## config.mk

```make
export PLATFORM = sky130hd
export DESIGN_NAME = vscale_hasti_master_port_flat
export DESIGN_NICKNAME = d
export VERILOG_FILES = /design/src/rtl/vscale_hasti_master_port_if.sv /design/src/rtl/vscale_hasti_master_port.sv /design/src/flat_wrapper.sv
export SDC_FILE = /design/constraint.sdc
export NUM_CORES = 1
export LEC_CHECK = 0
export BUFFER_PORTS_ARGS = -buffer_cell sky130_fd_sc_hd__buf_2
export CORE_ASPECT_RATIO = 1.4
export CORE_MARGIN = 4
export CORE_UTILIZATION = 49
export CTS_CLUSTER_DIAMETER = 50
export DETAILED_ROUTE_END_ITERATION = 10
export PLACE_DENSITY = 0.89
export SLEW_MARGIN = 0
export SYNTH_ARGS = -nofsm -noshare
export SYNTH_HDL_FRONTEND = slang
export SYNTH_SLANG_ARGS = --single-unit
```

## constraint.sdc

```tcl
create_clock -name hclk -period 1.7 [get_ports hclk]
set_clock_uncertainty 0.1 [all_clocks]
set_input_delay 0.17 -clock hclk [delete_from_list [all_inputs] [get_ports hclk]]
set_output_delay 0.17 -clock hclk [all_outputs]
set_load 0.05 [all_outputs]
```

## src/rtl/vscale_hasti_master_port_if.sv

```systemverilog
// rtl/vscale_hasti_master_port_if.sv - request/response stream and HASTI bus signals of the master port
interface vscale_hasti_master_port_if;
    logic        req_valid;
    logic        req_ready;
    logic [31:0] req_addr;
    logic        req_write;
    logic [2:0]  req_size;
    logic [31:0] req_wdata;

    logic        resp_valid;
    logic [31:0] resp_rdata;
    logic        resp_error;

    logic [31:0] haddr;
    logic        hwrite;
    logic [2:0]  hsize;
    logic [2:0]  hburst;
    logic        hmastlock;
    logic [3:0]  hprot;
    logic [1:0]  htrans;
    logic [31:0] hwdata;
    logic [31:0] hrdata;
    logic        hready;
    logic        hresp;

    modport master (
        input  req_valid, req_addr, req_write, req_size, req_wdata,
        input  hrdata, hready, hresp,
        output req_ready, resp_valid, resp_rdata, resp_error,
        output haddr, hwrite, hsize, hburst, hmastlock, hprot, htrans, hwdata
    );

    modport slave (
        output req_valid, req_addr, req_write, req_size, req_wdata,
        output hrdata, hready, hresp,
        input  req_ready, resp_valid, resp_rdata, resp_error,
        input  haddr, hwrite, hsize, hburst, hmastlock, hprot, htrans, hwdata
    );
endinterface

```

## src/rtl/vscale_hasti_master_port.sv

```systemverilog
// rtl/vscale_hasti_master_port.sv - HASTI master turning a request stream into pipelined single transfers
// Optional VSCALE_HASTI_MASTER_ALIGN_CHECK_EN: misaligned requests skip the bus and complete with an error.
module vscale_hasti_master_port #(
    parameter logic [3:0] HPROT_VAL = 4'b0011
) (
    input logic                        hclk,
    input logic                        hresetn,
    vscale_hasti_master_port_if.master bus
);
    localparam logic [1:0] HTRANS_IDLE        = 2'b00;
    localparam logic [1:0] HTRANS_NONSEQ      = 2'b10;
    localparam logic [2:0] HBURST_SINGLE      = 3'b000;
    localparam logic [2:0] HASTI_SIZE_BYTE     = 3'd0;
    localparam logic [2:0] HASTI_SIZE_HALFWORD = 3'd1;
    localparam logic [2:0] HASTI_SIZE_WORD     = 3'd2;

    typedef enum logic [1:0] {
        ST_IDLE   = 2'd0,
        ST_ACTIVE = 2'd1,
        ST_CANCEL = 2'd2
    } state_t;

    state_t state;
    state_t state_next;

    // Address-phase request (held until the slave takes it)
    logic [31:0] a_addr;
    logic        a_write;
    logic [2:0]  a_size;
    logic [31:0] a_wdata;
    logic        a_misaligned;

    // Data-phase slot
    logic        d_valid;
    logic        d_write;
    logic [2:0]  d_size;
    logic [1:0]  d_off;
    logic [31:0] d_wdata;
    logic        d_misaligned;

    logic        accept;
    logic        load_a;
    logic        move_d;
    logic        req_misaligned;
    logic [31:0] rdata_shifted;
    logic [31:0] rdata_masked;

    assign bus.req_ready = bus.hready && (state != ST_CANCEL);
    assign accept        = bus.req_valid && bus.req_ready;

`ifdef VSCALE_HASTI_MASTER_ALIGN_CHECK_EN
    assign req_misaligned = ((bus.req_size == HASTI_SIZE_HALFWORD) && bus.req_addr[0]) ||
                            ((bus.req_size == HASTI_SIZE_WORD) && (bus.req_addr[1:0] != 2'b00));
`else
    assign req_misaligned = 1'b0;
`endif

    always_comb begin
        state_next = state;
        load_a     = 1'b0;
        move_d     = 1'b0;
        case (state)
            ST_IDLE: begin
                if (accept) begin
                    load_a     = 1'b1;
                    state_next = ST_ACTIVE;
                end
            end
            ST_ACTIVE: begin
                if (bus.hready) begin
                    move_d = 1'b1;
                    if (accept) begin
                        load_a = 1'b1;
                    end else begin
                        state_next = ST_IDLE;
                    end
                end else if (bus.hresp) begin
                    // First ERROR cycle: the slave cancels our address phase, so replay it later
                    state_next = ST_CANCEL;
                end
            end
            ST_CANCEL: begin
                if (bus.hready) begin
                    state_next = ST_ACTIVE;
                end
            end
            default: state_next = ST_IDLE;
        endcase
    end

    always_ff @(posedge hclk or negedge hresetn) begin
        if (!hresetn) begin
            state <= ST_IDLE;
        end else begin
            state <= state_next;
        end
    end

    always_ff @(posedge hclk or negedge hresetn) begin
        if (!hresetn) begin
            a_addr       <= 32'h0;
            a_write      <= 1'b0;
            a_size       <= 3'd0;
            a_wdata      <= 32'h0;
            a_misaligned <= 1'b0;
        end else if (load_a) begin
            a_addr       <= bus.req_addr;
            a_write      <= bus.req_write;
            a_size       <= bus.req_size;
            a_wdata      <= bus.req_wdata;
            a_misaligned <= req_misaligned;
        end
    end

    always_ff @(posedge hclk or negedge hresetn) begin
        if (!hresetn) begin
            d_valid      <= 1'b0;
            d_write      <= 1'b0;
            d_size       <= 3'd0;
            d_off        <= 2'd0;
            d_wdata      <= 32'h0;
            d_misaligned <= 1'b0;
        end else if (bus.hready) begin
            d_valid <= move_d;
            if (move_d) begin
                d_write      <= a_write;
                d_size       <= a_size;
                d_off        <= a_addr[1:0];
                d_wdata      <= a_wdata;
                d_misaligned <= a_misaligned;
            end
        end
    end

    assign bus.haddr     = a_addr;
    assign bus.hwrite    = a_write;
    assign bus.hsize     = a_size;
    assign bus.hburst    = HBURST_SINGLE;
    assign bus.hmastlock = 1'b0;
    assign bus.hprot     = HPROT_VAL;
    assign bus.htrans    = ((state == ST_ACTIVE) && !a_misaligned) ? HTRANS_NONSEQ : HTRANS_IDLE;

    // Write data is replicated across all byte lanes so the slave can pick its lane
    always_comb begin
        bus.hwdata = 32'h0;
        if (d_valid && d_write && !d_misaligned) begin
            case (d_size)
                HASTI_SIZE_BYTE:     bus.hwdata = {4{d_wdata[7:0]}};
                HASTI_SIZE_HALFWORD: bus.hwdata = {2{d_wdata[15:0]}};
                default:             bus.hwdata = d_wdata;
            endcase
        end
    end

    assign rdata_shifted = bus.hrdata >> {d_off, 3'b000};

    always_comb begin
        rdata_masked = rdata_shifted;
        case (d_size)
            HASTI_SIZE_BYTE:     rdata_masked = {24'h0, rdata_shifted[7:0]};
            HASTI_SIZE_HALFWORD: rdata_masked = {16'h0, rdata_shifted[15:0]};
            default:             rdata_masked = rdata_shifted;
        endcase
    end

    assign bus.resp_valid = d_valid && bus.hready;
    assign bus.resp_error = bus.resp_valid && (bus.hresp || d_misaligned);
    assign bus.resp_rdata = (bus.resp_valid && !d_write && !d_misaligned) ? rdata_masked : 32'h0;
endmodule

```

## src/flat_wrapper.sv

```systemverilog
// flat-port wrapper written by rule: the top's interface ports become plain ports
module vscale_hasti_master_port_flat 
#(
    parameter logic [3:0] HPROT_VAL = 4'b0011
)
  (hclk, hresetn, bus_req_valid, bus_req_addr, bus_req_write, bus_req_size, bus_req_wdata, bus_hrdata, bus_hready, bus_hresp, bus_req_ready, bus_resp_valid, bus_resp_rdata, bus_resp_error, bus_haddr, bus_hwrite, bus_hsize, bus_hburst, bus_hmastlock, bus_hprot, bus_htrans, bus_hwdata);
  vscale_hasti_master_port_if bus_i ();
  input logic hclk;
  input logic hresetn;
  input wire logic [$bits(bus_i.req_valid)-1:0] bus_req_valid;
  input wire logic [$bits(bus_i.req_addr)-1:0] bus_req_addr;
  input wire logic [$bits(bus_i.req_write)-1:0] bus_req_write;
  input wire logic [$bits(bus_i.req_size)-1:0] bus_req_size;
  input wire logic [$bits(bus_i.req_wdata)-1:0] bus_req_wdata;
  input wire logic [$bits(bus_i.hrdata)-1:0] bus_hrdata;
  input wire logic [$bits(bus_i.hready)-1:0] bus_hready;
  input wire logic [$bits(bus_i.hresp)-1:0] bus_hresp;
  output wire logic [$bits(bus_i.req_ready)-1:0] bus_req_ready;
  output wire logic [$bits(bus_i.resp_valid)-1:0] bus_resp_valid;
  output wire logic [$bits(bus_i.resp_rdata)-1:0] bus_resp_rdata;
  output wire logic [$bits(bus_i.resp_error)-1:0] bus_resp_error;
  output wire logic [$bits(bus_i.haddr)-1:0] bus_haddr;
  output wire logic [$bits(bus_i.hwrite)-1:0] bus_hwrite;
  output wire logic [$bits(bus_i.hsize)-1:0] bus_hsize;
  output wire logic [$bits(bus_i.hburst)-1:0] bus_hburst;
  output wire logic [$bits(bus_i.hmastlock)-1:0] bus_hmastlock;
  output wire logic [$bits(bus_i.hprot)-1:0] bus_hprot;
  output wire logic [$bits(bus_i.htrans)-1:0] bus_htrans;
  output wire logic [$bits(bus_i.hwdata)-1:0] bus_hwdata;
  assign bus_i.req_valid = bus_req_valid;
  assign bus_i.req_addr = bus_req_addr;
  assign bus_i.req_write = bus_req_write;
  assign bus_i.req_size = bus_req_size;
  assign bus_i.req_wdata = bus_req_wdata;
  assign bus_i.hrdata = bus_hrdata;
  assign bus_i.hready = bus_hready;
  assign bus_i.hresp = bus_hresp;
  assign bus_req_ready = bus_i.req_ready;
  assign bus_resp_valid = bus_i.resp_valid;
  assign bus_resp_rdata = bus_i.resp_rdata;
  assign bus_resp_error = bus_i.resp_error;
  assign bus_haddr = bus_i.haddr;
  assign bus_hwrite = bus_i.hwrite;
  assign bus_hsize = bus_i.hsize;
  assign bus_hburst = bus_i.hburst;
  assign bus_hmastlock = bus_i.hmastlock;
  assign bus_hprot = bus_i.hprot;
  assign bus_htrans = bus_i.htrans;
  assign bus_hwdata = bus_i.hwdata;
  vscale_hasti_master_port #(.HPROT_VAL(HPROT_VAL)) u_core (.hclk(hclk), .hresetn(hresetn), .bus(bus_i));
endmodule
```

==> results.yml <==
worst_setup_path:
  rr_worst_depth: 4
  slowest_delay_ns: 0.44
  r2r-end: "u_core.d_wdata[6]$_DFFE_PN0P_"
  crit-reg2reg-launch: "u_core.state[0]$_DFFE_PN0P_"
  crit_chain: "buf_12 -> buf_8 -> mux2i_2 -> buf_4 -> nor2_4 -> buf_6"
  endpoint_kind: "primary output"
  crit_buf_inv: 4
  required_ns: 1.43
  start_kind: "register"
  cpMaxStageDelayCell: "mux2i_2"
  cp_max_fo: 6
  critPathTopFamily: "buffers and inverters"
  critPathKind: "reg -> out"
  rrSetupSlack_ns: 0.09
  crit_arrival_ns: 1.86
  startpoint: "u_core.d_off[0]$_DFFE_PN0P_"
status:
  failed_checks: "negative setup slack"
  status: "finished with violations"
floorplan:
  die_h_um: 131.2
  die_x_um: 95.98
  ios: 218
  core_um2: 10460
  initial_utilization_pct: 50.77
  dieArea_um2: 12590
  rows: 44
sta:
  setup_tns_ns: -16.31
  rsz0062_at_grt: "true"
  holdWs_ns: 0.1578
  setup_viol_count_final: 61
  finalHoldViolations: 0
  worstMarginPinSlew_ns: 0.5038
  slew_headroom_pct: 66.41
  worst_slack_ns: -0.4324
  period_share_pct: 125.4
  fmax_mhz: 468.9
  fin_crit_ns: 2.132
  finalMaxSlewViolations: 0
final_layout:
  area_delta_synth_final_pct: 80.91
  multi_input_area_um2: 3274
  final_area_um2: 9607
  num-fill-cells: 354
  seq_area_um2: 2734
  post-route-util_pct: 91.84
  final_layout_size_suffix_gt1_share_pct: 65.58
  layout.nets: 864
  final_cells: 904
power_and_ir_drop:
  p_int_mw: 8.009
  p_sw_mw: 6.076
  powerDensity_nw_per_um2: 1466
  p_sw_share_pct: 43.14
  combinationalPowerShare_pct: 52.3
  p_clk_share_pct: 18.4
  p_leak_nw: 4.279
  peakVddDrop_mv: 1.073
  totalPowerFinal_mw: 14.09
  seq_power_share_pct: 29.3
min_path:
  hp-class: "in -> reg"
  min_delay_worst_endpoint: "u_core.state[1]$_DFFE_PN0P_"
  min-delay-start: "bus_hready"
  hold_depth: 3
clock_tree:
  h-tree-depth: 3
  numCtsBuffers: 9
  clk_path_buf_depth: 2
  cts_sinks: 109
  tritoncts: "built"
  clk_pin_slew_ns: 0.07
  clock_latency_ns: 0.34
  root_buffer: "clkbuf_16"
detailed_routing:
  vias: 5331
  wl_um: 24340
  drtAntennaViolNets: 0
  drc_errors: 0
  dr.pass1.iters: 7
  routedWlPerCell_um: 26.93
  drt-vias-per-instance: 5.897
  first_iter_violations: 276
grt:
  grt_pass1_wl_um: 31640
  track_usage_pct: 33.26
  grt_max_degree: 36
  grt_pass1_vias: 5723
  grt_overflow: 0
  antenna_found_initial: 2
synthesis:
  synth_area_per_cell_um2: 12.01
  yosysUniqueCellTypes: 30
  netlist_area_um2: 5310
  yosysTopAreaCell: "dfrtp_1"
  ys_ff_latch: 109
  synth_area_leaders: "dfrtp_1 (51%), mux2_2 (18%), a211oi_1 (5.4%)"
  yosys_warnings: 0
  yosysSeqAreaShare_pct: 51.37
  synth_top_area_share_pct: 51.37
  synthCells: 442
placed_design:
  dpl_worst_slack_ns: -0.09814
  gp_congestion: 0.9274
  postPlaceCellArea_um2: 7219
  dp_hpwl_um: 11610
  portBuffers: 208
  dpl.cell_count: 794
flow_run:
  maxCapViolCount: 0
-- routing by layer --
layer | GRT usage [%] | vias to the layer above | part of all wire (%)
li1 | - | 2162 | -
met1 | 34.98 | 2692 | 32
met2 | 60.78 | 357 | 55
met3 | 6.178 | 120 | 6.7
met4 | 16.77 | 0 | 6.5
met5 | 0 | - | 0
-- Yosys cell counts --
cell / instances
a211oi_1: 38
a21oi_1: 17
a22oi_1: 1
and2_1: 10
and3_1: 9
and4b_1: 1
buf_2: 13
buf_4: 10
buf_6: 6
clkbuf_1: 10
clkbuf_2: 1
conb_1: 2
dfrtp_1: 109
inv_1: 2
mux2_1: 23
mux2_2: 83
mux2i_1: 17
nand2_1: 35
nand2b_1: 9
nand3_1: 1
nand3b_1: 2
nand3b_4: 1
nor2_1: 19
nor2b_1: 16
nor2b_4: 1
nor3_1: 1
o21ai_0: 2
o22ai_1: 1
or2_0: 1
or3_1: 1
-- sequential cells by signal, summed over array words and instances, names as in the netlist --
| register | count |
|---|---|
| u_core.a_wdata | 32 |
| u_core.bus.haddr | 32 |
| u_core.d_wdata | 32 |
| u_core.bus.hsize | 3 |
| u_core.d_size | 3 |
| u_core.d_off | 2 |
| u_core.state | 2 |
| u_core.bus.hwrite | 1 |
| u_core.d_valid | 1 |
| u_core.d_write | 1 |
-- worst reg2reg max path: cells and delay by family (launching register included) --
| family | cells | cell delay [ns] |
|---|---|---|
| flip-flops | 1 | 0.42 |
| buffers and inverters | 1 | 0.27 |
| AND/OR/NAND/NOR | 2 | 0.28 |
| multiplexers | 1 | 0.41 |
-- layout by cell type, fill, tap and decap left out, types with 16 or more instances in the layout --
cell	Yosys	final
buf_4	10	22
buf_6	6	62
buf_8	0	25
a211oi_2	0	17
dlygate4sd3_1	0	70
a211oi_4	0	16
dfrtp_1	109	104
a21oi_4	0	16
mux2_1	23	23
buf_2	13	142
mux2_2	83	83
nand2_4	0	16
-- what timing repair did --
item / CTS / global route
setup endpoints to repair: 64 / 65
buffers inserted: 11 / 6
pin swaps: 26 / 20
hold endpoints to repair: 101 / 0
resized for setup: 221 / 75
hold buffers: 70 / 0
cloned: 6 / 1
-- cells by family (layout without fill, tap and decap cells) --
| kind of cell | after synthesis | count (layout) | share of synthesized area, % |
|---|---|---|---|
| muxes | 123 | 123 | 25.68 |
| DFF | 109 | 109 | 51.37 |
| and+or+nand+nor | 107 | 107 | 10.53 |
| AOI/OAI and AO/OA | 59 | 59 | 7.422 |
| buffers and inverters | 42 | 357 | 4.854 |
| other | 2 | 11 | 0.1414 |
-- power by group through the flow --
stage | combinational (mW) | sequential, mW | clock [mW]
finish | 7.37 | 4.12 | 2.59
global route | 7.62 | 4.16 | 2.69
CTS | 6.51 | 3.92 | 2.54
detailed placement | 5.06 | 3.85 | 0
global placement | 4.91 | 3.80 | 0
floorplan | 3.27 | 4.22 | 0
-- how the worst max path moves through the flow --
stage	cells after the start	slack, ns	end
6_report	6	-0.43	bus_resp_rdata[21]
5_1_grt	5	-0.47	bus_resp_rdata[0]
4_1_cts	4	-0.32	bus_resp_rdata[13]
3_5_place_dp	4	-0.1	bus_resp_rdata[10]
3_3_place_gp	4	-0.07	bus_resp_rdata[10]
2_1_floorplan	4	-0.25	bus_resp_rdata[10]
-- area by class of cell --
type	count	area share (%)
inverter	2	0.07815
clock inverter	6	1.394
clock buffer	10	2.383
timing repair buffer	339	31.75
multi-input combinational	298	34.08
sequential	109	28.46
tap	138	1.797
antenna	2	0.05210
No activity file was read; power rests on OpenSTA's default activity.
